## src/rtl/detect_pkg.sv

```systemverilog
// Shared definitions for the seizure-detection run-time sequencer:
// state encoding, default score width and the 8-bit saturation limit.
package detect_pkg;

  localparam int         WS_W_DEF = 12;
  localparam logic [7:0] SAT_MAX  = 8'hFF;

  typedef enum logic [2:0] {
    ST_IDLE    = 3'd0,
    ST_FLUSH   = 3'd1,
    ST_WARMUP  = 3'd2,
    ST_MONITOR = 3'd3,
    ST_ALARM   = 3'd4,
    ST_REFRACT = 3'd5
  } state_e;

endpackage

```

## src/rtl/detect_ctrl_if.sv

```systemverilog
// Host/datapath-facing signal bundle of detect_ctrl. The master side drives
// the run requests and datapath status; the slave side is the controller.
interface detect_ctrl_if #(
  parameter int WS_W = detect_pkg::WS_W_DEF
) ();
  logic                   start;
  logic                   stop;
  logic                   sample_vld;
  logic signed [WS_W-1:0] weighted_sum;
  logic                   base_valid;
  logic                   dp_rst;
  logic                   dp_en;
  logic                   alarm;
  logic                   warmup_to;
  logic [2:0]             state;
  logic [7:0]             alarm_count;

  modport master (
    output start, stop, sample_vld, weighted_sum, base_valid,
    input  dp_rst, dp_en, alarm, warmup_to, state, alarm_count
  );

  modport slave (
    input  start, stop, sample_vld, weighted_sum, base_valid,
    output dp_rst, dp_en, alarm, warmup_to, state, alarm_count
  );
endinterface

```

## src/rtl/hyst_counter.sv

```systemverilog
// Saturating 8-bit consecutive-event counter. clr has priority over inc.
// hit flags the inc that brings the run length up to N (or beyond), so the
// caller can act on the same edge the counter reaches N.
module hyst_counter
  import detect_pkg::*;
#(
  parameter int N = 4
) (
  input  logic clk,
  input  logic rst_n,
  input  logic inc,
  input  logic clr,
  output logic hit
);

  localparam logic [7:0] N_M1 = 8'(N - 1);

  logic [7:0] cnt_q, cnt_d;

  // next run length: clear, saturating increment, or hold
  always_comb begin
    cnt_d = cnt_q;
    if (clr) begin
      cnt_d = 8'd0;
    end else if (inc && (cnt_q != SAT_MAX)) begin
      cnt_d = cnt_q + 8'd1;
    end
  end

  assign hit = inc && !clr && (cnt_q >= N_M1);

  // run-length register
  always_ff @(posedge clk or negedge rst_n) begin
    if (!rst_n) begin
      cnt_q <= 8'd0;
    end else begin
      cnt_q <= cnt_d;
    end
  end

endmodule

```

## src/rtl/detect_ctrl.sv

```systemverilog
// Run-time sequencer for the seizure-detection datapath: flushes the
// datapath, waits for baselines, then raises/clears a hysteretic alarm
// followed by a refractory hold-off.
// Optional macro DETECT_CTRL_ALARM_COUNT_EN adds a saturating alarm counter;
// without it alarm_count is tied to zero.
//
// state   | meaning
// IDLE    | datapath held in reset, waiting for start
// FLUSH   | datapath reset held for FLUSH_CYCLES clocks
// WARMUP  | datapath running, waiting for all baselines valid
// MONITOR | counting consecutive hot samples toward onset
// ALARM   | alarm raised, counting consecutive cold samples toward offset
// REFRACT | alarm cleared, ignoring REFRACT_N samples
module detect_ctrl
  import detect_pkg::*;
#(
  parameter int WS_W         = WS_W_DEF,
  parameter int THRESH       = 0,
  parameter int ONSET_N      = 4,
  parameter int OFFSET_N     = 8,
  parameter int REFRACT_N    = 256,
  parameter int FLUSH_CYCLES = 16,
  parameter int WARMUP_MAX   = 4096,
  parameter int CNT_W        = 16
) (
  input  logic         clk,
  input  logic         rst,
  detect_ctrl_if.slave bus
);

  localparam logic signed [WS_W-1:0] THRESH_WS   = WS_W'(THRESH);
  localparam logic [CNT_W:0]         FLUSH_LIM   = (CNT_W+1)'(FLUSH_CYCLES);
  localparam logic [CNT_W:0]         WARMUP_LIM  = (CNT_W+1)'(WARMUP_MAX);
  localparam logic [CNT_W:0]         REFRACT_LIM = (CNT_W+1)'(REFRACT_N);

  state_e           state_q, state_d;
  logic [CNT_W-1:0] cnt_q, cnt_d, cnt_sat;
  logic [CNT_W:0]   cnt_inc;
  logic             dp_rst_q, dp_rst_d;
  logic             dp_en_q, dp_en_d;
  logic             alarm_q, alarm_d;
  logic             warmup_to_q, warmup_to_d;
  logic             start_ok;
  logic             hot;
  logic             onset_inc, onset_clr, onset_hit;
  logic             offset_inc, offset_clr, offset_hit;

  assign hot     = $signed(bus.weighted_sum) >= THRESH_WS;
  assign cnt_inc = {1'b0, cnt_q} + (CNT_W+1)'(1);
  assign cnt_sat = (&cnt_q) ? cnt_q : cnt_inc[CNT_W-1:0];

  // onset run only counts while monitoring, so a hot run from WARMUP is lost
  assign onset_inc  = (state_q == ST_MONITOR) && bus.sample_vld && hot;
  assign onset_clr  = (state_q != ST_MONITOR) || (bus.sample_vld && !hot);
  assign offset_inc = (state_q == ST_ALARM) && bus.sample_vld && !hot;
  assign offset_clr = (state_q != ST_ALARM) || (bus.sample_vld && hot);

  hyst_counter #(.N(ONSET_N)) u_onset (
    .clk   (clk),
    .rst_n (rst),
    .inc   (onset_inc),
    .clr   (onset_clr),
    .hit   (onset_hit)
  );

  hyst_counter #(.N(OFFSET_N)) u_offset (
    .clk   (clk),
    .rst_n (rst),
    .inc   (offset_inc),
    .clr   (offset_clr),
    .hit   (offset_hit)
  );

  // next state, shared counter and registered outputs
  always_comb begin
    state_d     = state_q;
    cnt_d       = cnt_q;
    warmup_to_d = warmup_to_q;
    start_ok    = 1'b0;

    case (state_q)
      ST_IDLE: begin
        if (bus.start && !bus.stop) begin
          state_d     = ST_FLUSH;
          warmup_to_d = 1'b0;
          start_ok    = 1'b1;
        end
      end
      ST_FLUSH: begin
        cnt_d = cnt_sat;
        if (cnt_inc >= FLUSH_LIM) state_d = ST_WARMUP;
      end
      ST_WARMUP: begin
        if (bus.sample_vld) cnt_d = cnt_sat;
        if (bus.base_valid) begin
          state_d = ST_MONITOR;
        end else if (bus.sample_vld && (cnt_inc >= WARMUP_LIM)) begin
          state_d     = ST_IDLE;
          warmup_to_d = 1'b1;
        end
      end
      ST_MONITOR: begin
        if (onset_hit) state_d = ST_ALARM;
      end
      ST_ALARM: begin
        if (offset_hit) state_d = ST_REFRACT;
      end
      ST_REFRACT: begin
        if (bus.sample_vld) begin
          cnt_d = cnt_sat;
          if (cnt_inc >= REFRACT_LIM) state_d = ST_MONITOR;
        end
      end
      default: state_d = ST_IDLE;
    endcase

    // losing a baseline restarts warmup; stop overrides everything
    if (((state_q == ST_MONITOR) || (state_q == ST_ALARM) ||
         (state_q == ST_REFRACT)) && !bus.base_valid) begin
      state_d = ST_WARMUP;
    end
    if ((state_q != ST_IDLE) && bus.stop) state_d = ST_IDLE;

    // every state that uses the shared counter starts it from zero
    if (state_d != state_q) cnt_d = '0;

    dp_rst_d = (state_d == ST_IDLE) || (state_d == ST_FLUSH);
    dp_en_d  = (state_d == ST_IDLE) || (state_d == ST_FLUSH);
    alarm_d  = (state_d == ST_ALARM);
  end

  // state and output registers
  always_ff @(posedge clk or negedge rst) begin
    if (!rst) begin
      state_q     <= ST_IDLE;
      cnt_q       <= '0;
      dp_rst_q    <= 1'b1;
      dp_en_q     <= 1'b1;
      alarm_q     <= 1'b0;
      warmup_to_q <= 1'b0;
    end else begin
      state_q     <= state_d;
      cnt_q       <= cnt_d;
      dp_rst_q    <= dp_rst_d;
      dp_en_q     <= dp_en_d;
      alarm_q     <= alarm_d;
      warmup_to_q <= warmup_to_d;
    end
  end

  assign bus.state     = state_q;
  assign bus.dp_rst    = dp_rst_q;
  assign bus.dp_en     = dp_en_q;
  assign bus.alarm     = alarm_q;
  assign bus.warmup_to = warmup_to_q;

`ifdef DETECT_CTRL_ALARM_COUNT_EN
  logic [7:0] alarm_count_q, alarm_count_d;

  // count MONITOR->ALARM transitions, cleared by an accepted start
  always_comb begin
    alarm_count_d = alarm_count_q;
    if (start_ok) begin
      alarm_count_d = 8'd0;
    end else if ((state_q == ST_MONITOR) && (state_d == ST_ALARM) &&
                 (alarm_count_q != SAT_MAX)) begin
      alarm_count_d = alarm_count_q + 8'd1;
    end
  end

  // alarm counter register
  always_ff @(posedge clk or negedge rst) begin
    if (!rst) begin
      alarm_count_q <= 8'd0;
    end else begin
      alarm_count_q <= alarm_count_d;
    end
  end

  assign bus.alarm_count = alarm_count_q;
`else
  assign bus.alarm_count = 8'd0;
`endif

endmodule
```

## src/flat_wrapper.sv

```systemverilog
// flat-port wrapper written by rule: the top's interface ports become plain ports
module detect_ctrl_flat import detect_pkg::*;
#(
  parameter int WS_W         = WS_W_DEF,
  parameter int THRESH       = 0,
  parameter int ONSET_N      = 4,
  parameter int OFFSET_N     = 8,
  parameter int REFRACT_N    = 256,
  parameter int FLUSH_CYCLES = 16,
  parameter int WARMUP_MAX   = 4096,
  parameter int CNT_W        = 16
)
  (clk, rst, bus_start, bus_stop, bus_sample_vld, bus_weighted_sum, bus_base_valid, bus_dp_rst, bus_dp_en, bus_alarm, bus_warmup_to, bus_state, bus_alarm_count);
  detect_ctrl_if #(.WS_W(WS_W)) bus_i ();
  input  logic clk;
  input  logic rst;
  input wire logic [$bits(bus_i.start)-1:0] bus_start;
  input wire logic [$bits(bus_i.stop)-1:0] bus_stop;
  input wire logic [$bits(bus_i.sample_vld)-1:0] bus_sample_vld;
  input wire logic [$bits(bus_i.weighted_sum)-1:0] bus_weighted_sum;
  input wire logic [$bits(bus_i.base_valid)-1:0] bus_base_valid;
  output wire logic [$bits(bus_i.dp_rst)-1:0] bus_dp_rst;
  output wire logic [$bits(bus_i.dp_en)-1:0] bus_dp_en;
  output wire logic [$bits(bus_i.alarm)-1:0] bus_alarm;
  output wire logic [$bits(bus_i.warmup_to)-1:0] bus_warmup_to;
  output wire logic [$bits(bus_i.state)-1:0] bus_state;
  output wire logic [$bits(bus_i.alarm_count)-1:0] bus_alarm_count;
  assign bus_i.start = bus_start;
  assign bus_i.stop = bus_stop;
  assign bus_i.sample_vld = bus_sample_vld;
  assign bus_i.weighted_sum = bus_weighted_sum;
  assign bus_i.base_valid = bus_base_valid;
  assign bus_dp_rst = bus_i.dp_rst;
  assign bus_dp_en = bus_i.dp_en;
  assign bus_alarm = bus_i.alarm;
  assign bus_warmup_to = bus_i.warmup_to;
  assign bus_state = bus_i.state;
  assign bus_alarm_count = bus_i.alarm_count;
  detect_ctrl #(.WS_W(WS_W), .THRESH(THRESH), .ONSET_N(ONSET_N), .OFFSET_N(OFFSET_N), .REFRACT_N(REFRACT_N), .FLUSH_CYCLES(FLUSH_CYCLES), .WARMUP_MAX(WARMUP_MAX), .CNT_W(CNT_W)) u_core (.clk(clk), .rst(rst), .bus(bus_i));
endmodule
```

## config.mk

```make
export PLATFORM = sky130hd
export DESIGN_NAME = detect_ctrl_flat
export DESIGN_NICKNAME = d
export VERILOG_FILES = /design/src/rtl/detect_pkg.sv /design/src/rtl/detect_ctrl_if.sv /design/src/rtl/hyst_counter.sv /design/src/rtl/detect_ctrl.sv /design/src/flat_wrapper.sv
export SDC_FILE = /design/constraint.sdc
export NUM_CORES = 1
export LEC_CHECK = 0
export CAP_MARGIN = 20
export CORE_UTILIZATION = 50
export CTS_CLUSTER_SIZE = 12
export DETAILED_ROUTE_END_ITERATION = 12
export DONT_BUFFER_PORTS = 1
export PLACE_DENSITY = 0.71
export SLEW_MARGIN = 20
export SYNTH_ARGS = -nofsm -noshare
export SYNTH_HDL_FRONTEND = slang
export SYNTH_HIERARCHICAL = 1
export SYNTH_SLANG_ARGS = --single-unit
```

## constraint.sdc

```tcl
create_clock -name clk -period 4.2 [get_ports clk]
set_clock_uncertainty 0.1 [all_clocks]
set_input_delay 0.42 -clock clk [delete_from_list [all_inputs] [get_ports clk]]
set_output_delay 0.42 -clock clk [all_outputs]
set_load 0.05 [all_outputs]
```

==> results_dict.tcl <==
set metrics [dict create \
    outcome "complete, no violations" \
    number_of_synthesized_flops_with_an_enable_pin 0 \
    antenna-diode-count 0 \
    vias 2184 \
    post_synth_inst_count 292 \
    layout-drive-gt1-share_pct 17.53 \
    main_synth_ff_type "sky130_fd_sc_hd__dfrtp_1" \
    max_cap_viol_count 0 \
    cellLeakagePower_nw 1.183 \
    slew_viol_final 0 \
    netlist.top_cell.by_area "sky130_fd_sc_hd__dfrtp_1" \
    global_route.usage.total_pct 19.66 \
    fmax_mhz 314.9 \
    rsz0062_at_grt "no" \
    grt_first_pass_wirelength_mm 9.370 \
    crit_path_end_kind "flop" \
    cts_max_path_buffers 2 \
    design.final.nets 312 \
    setup_tns_ns 0 \
    grt_pass1_vias 1981 \
    clock_sinks 38 \
    tritoncts_clock_tree "built" \
    share_of_total_power_in_sequential_cells_pct 37.9 \
    yosys-mux-area-fraction_pct 2.860 \
    sequential_share_of_the_synthesized_area_pct 33.48 \
    post-synth-top-area-fraction_pct 32.56 \
    per_instance_average_area_after_synthesis_um2 9.740 \
    wl_per_cell_um 15.45 \
    die_width_um 77.42 \
    timing_hold_violations_final 0 \
    crit_path_max_fanout 16 \
    synthAdderAreaFrac_pct 1.760 \
    synth_top_family_by_area "simple AND/OR/NAND/NOR gates" \
    number_of_setup_buffers_added_after_cts 0 \
    drt_first_iter_violations 74 \
    post_synth_and_or_nand_nor_area_fraction_pct 33.08 \
    post-route-worst-setup-slack_ns 1.024 \
    final_period_minus_worst_setup_slack_ns 3.176 \
    power.share.clock_pct 27.2 \
    synth.ff_latch_count 38 \
    clk_pin_slew_worst_paths_ns 0.08 \
    timing.hold.worst.class "input pin to flop" \
    fp.dieH_um 77.42 \
    synth_cell_type_count 67 \
    num_io_pins 33 \
    timing.final.setup_violations 0 \
    fin_area_um2 2965 \
    clock_insertion_delay_worst_skew_ns 0.29 \
    fp.dieArea_um2 5994 \
    grt_remaining_overflow 0 \
    htree_num_levels 2 \
    number_of_antenna_violations_at_the_first_check_in_global_routing 0 \
    cts_hold_buf 2 \
    power.share.combinational_pct 34.8 \
    async_flop_share_pct 100.0 \
    worst-r2r-cell-count 8 \
    timing_worst_slew_pin_value_ns 0.7535 \
    setup.worst_path.start_class "flop" \
    drt_drc_violations_left 0 \
    flow.area_growth_from_synthesis_pct 4.267 \
    clockRootBuffer "sky130_fd_sc_hd__clkbuf_8" \
    post_synth_xor_xnor_area_pct 5.543 \
    powerDensity_nw_per_um2 387.2 \
    place.gp.congestion 0.8144 \
    finalWirelength_mm 5.609 \
    initial_core_utilization_pct 51.65 \
    post_drt_via_cell_ratio 6.017 \
    synth_top_cells_by_area "sky130_fd_sc_hd__dfrtp_1 (33%), sky130_fd_sc_hd__nor4_2 (5.3%), sky130_fd_sc_hd__nor2_1 (3.2%)" \
    post_cts_resized 0 \
    required_ns 4.27 \
    port-buffer-count 0 \
    synth.cell_area_um2 2844 \
    final_antenna_net_count 0 \
    netSwitchingPower_w 0.0004560 \
    dpl-instance-area_um2 2825 \
    fin_crit_sh_pct 75.61 \
    vdd_drop_max_uv 262.4 \
    core-area_um2 5507 \
    post-dp-hpwl_mm 3.827 \
    timing.slew.headroom_pct 49.55 \
    yosys_warning_count 6 \
    std_cell_rows 27 \
    switching_share_pct 39.71 \
    finalPower_w 0.001148 \
    most_numerous_cell_in_the_yosys_netlist "sky130_fd_sc_hd__dfrtp_1" \
    timing_worst_setup_path_type "flop to flop" \
    grt_max_degree 39 \
    p_int_w 0.0006922 \
    drt_pass1_iterations 4 \
    worstHoldPathCells 2 \
    cts_buffer_count 5 \
    synth_compound_gate_area_share_pct 15.44 \
    fillCellCount 477 \
    preCtsSetupSlack_ns 1.064 \
    synth_top_cells_by_count "sky130_fd_sc_hd__dfrtp_1 (37), sky130_fd_sc_hd__nor2_1 (24), sky130_fd_sc_hd__a21oi_1 (14), sky130_fd_sc_hd__nor3_1 (14), sky130_fd_sc_hd__nand2_1 (13)" \
    worst_ep_arrival_time_ns 3.24 \
]
-- logic make-up after synthesis --
| family | Yosys count |
|---|---|
| muxes | 7 |
| other | 1 |
| adders and majority gates | 4 |
| and+or+nand+nor | 139 |
| AOI/OAI and AO/OA | 52 |
| DFF | 38 |
| buffers and inverters | 33 |
| xor gates and xnor gates | 18 |
-- area by class of cell --
cell class	instances	area (um2)	area share, %
inverters	9	33.78	1.139
clock buffers	6	72.57	2.447
flip-flops and latches	38	952.2	32.11
multi-input cells	228	1704	57.47
clock inverters	2	37.54	1.266
repair buffers	8	75.07	2.532
well taps	72	90.09	3.038
-- through the flow --
stage               hold slack, ns  instances  utilization (%)
floorplan                  0.02441        299                -
global placement           0.02516        353            51.31
detailed placement         0.02515        353            51.31
CTS                         0.1935        363            53.85
global route                0.1983        363            53.85
finish                      0.2046        363            53.85
-- layout by cell type (no fill, tap or decap), types with 6 or more instances in the layout --
cell                       count
sky130_fd_sc_hd__a21oi_1      14
sky130_fd_sc_hd__buf_4         6
sky130_fd_sc_hd__conb_1        8
sky130_fd_sc_hd__dfrtp_1      37
sky130_fd_sc_hd__inv_1         9
sky130_fd_sc_hd__nand2_1      13
sky130_fd_sc_hd__nand2b_1      7
sky130_fd_sc_hd__nand3_1      11
sky130_fd_sc_hd__nand4_1       6
sky130_fd_sc_hd__nor2_1       24
sky130_fd_sc_hd__nor3_1       14
sky130_fd_sc_hd__nor4_1       11
sky130_fd_sc_hd__nor4_2       12
sky130_fd_sc_hd__xnor2_1       8
sky130_fd_sc_hd__xor2_1       10
-- power by group through the flow --
stage	clock, W	combinational, W	sequential, W
2_1_floorplan	0	0.000323	0.000449
6_report	0.000313	0.000400	0.000436
3_5_place_dp	0	0.000388	0.000443
4_1_cts	0.000325	0.000401	0.000436
5_1_grt	0.000341	0.000437	0.000440
3_3_place_gp	0	0.000384	0.000442
-- flip-flops by register name, indices dropped and copies added (netlist names) --
name	cells
u_core/cnt_q	16
u_core/bus.state	3
u_core/u_onset/cnt_q	8
u_core/bus.dp_en	1
u_core/u_offset/cnt_q	8
u_core/bus.warmup_to	1
u_core/bus.alarm	1
-- worst max-delay path: stages (launching register included) --
cell and delay, ns:
sky130_fd_sc_hd__dfrtp_1 0.38, sky130_fd_sc_hd__nor2b_1 0.29, sky130_fd_sc_hd__o211ai_1 0.39, sky130_fd_sc_hd__nor3b_1 0.59, sky130_fd_sc_hd__nand2_1 0.10, sky130_fd_sc_hd__a311o_1 0.40
sky130_fd_sc_hd__o311ai_2 0.26, sky130_fd_sc_hd__o221a_4 0.43, sky130_fd_sc_hd__nor4_1 0.11
-- routing by layer --
| layer | share of wire (%) | up-vias | GRT usage, % |
|---|---|---|---|
| li1 | - | 1077 | - |
| met1 | 48 | 1058 | 25.87 |
| met2 | 48 | 43 | 32.12 |
| met3 | 3.6 | 6 | 4.118 |
| met4 | 1.2 | 0 | 6.226 |
| met5 | 0 | - | 0 |
-- final timing paths --
| kind | startpoint | to | slack, ns |
|---|---|---|---|
| max in group asynchronous | rst | u_core/bus.dp_en$_DFF_PN1_ | 3.22 |
| min in group asynchronous | rst | u_core/cnt_q[10]$_DFFE_PN0P_ | 0.53 |
| hold / removal | bus_stop | u_core/bus.state[1]$_DFF_PN0_ | 0.20 |
| setup reg to reg | u_core/bus.state[2]$_DFF_PN0_ | u_core/cnt_q[2]$_DFFE_PN0P_ | 1.02 |
| setup / recovery | u_core/bus.state[2]$_DFF_PN0_ | u_core/cnt_q[2]$_DFFE_PN0P_ | 1.02 |
| hold reg to reg | u_core/u_offset/cnt_q[1]$_DFFE_PN0P_ | u_core/u_offset/cnt_q[1]$_DFFE_PN0P_ | 0.49 |
No activity file was read; power rests on OpenSTA's default activity.
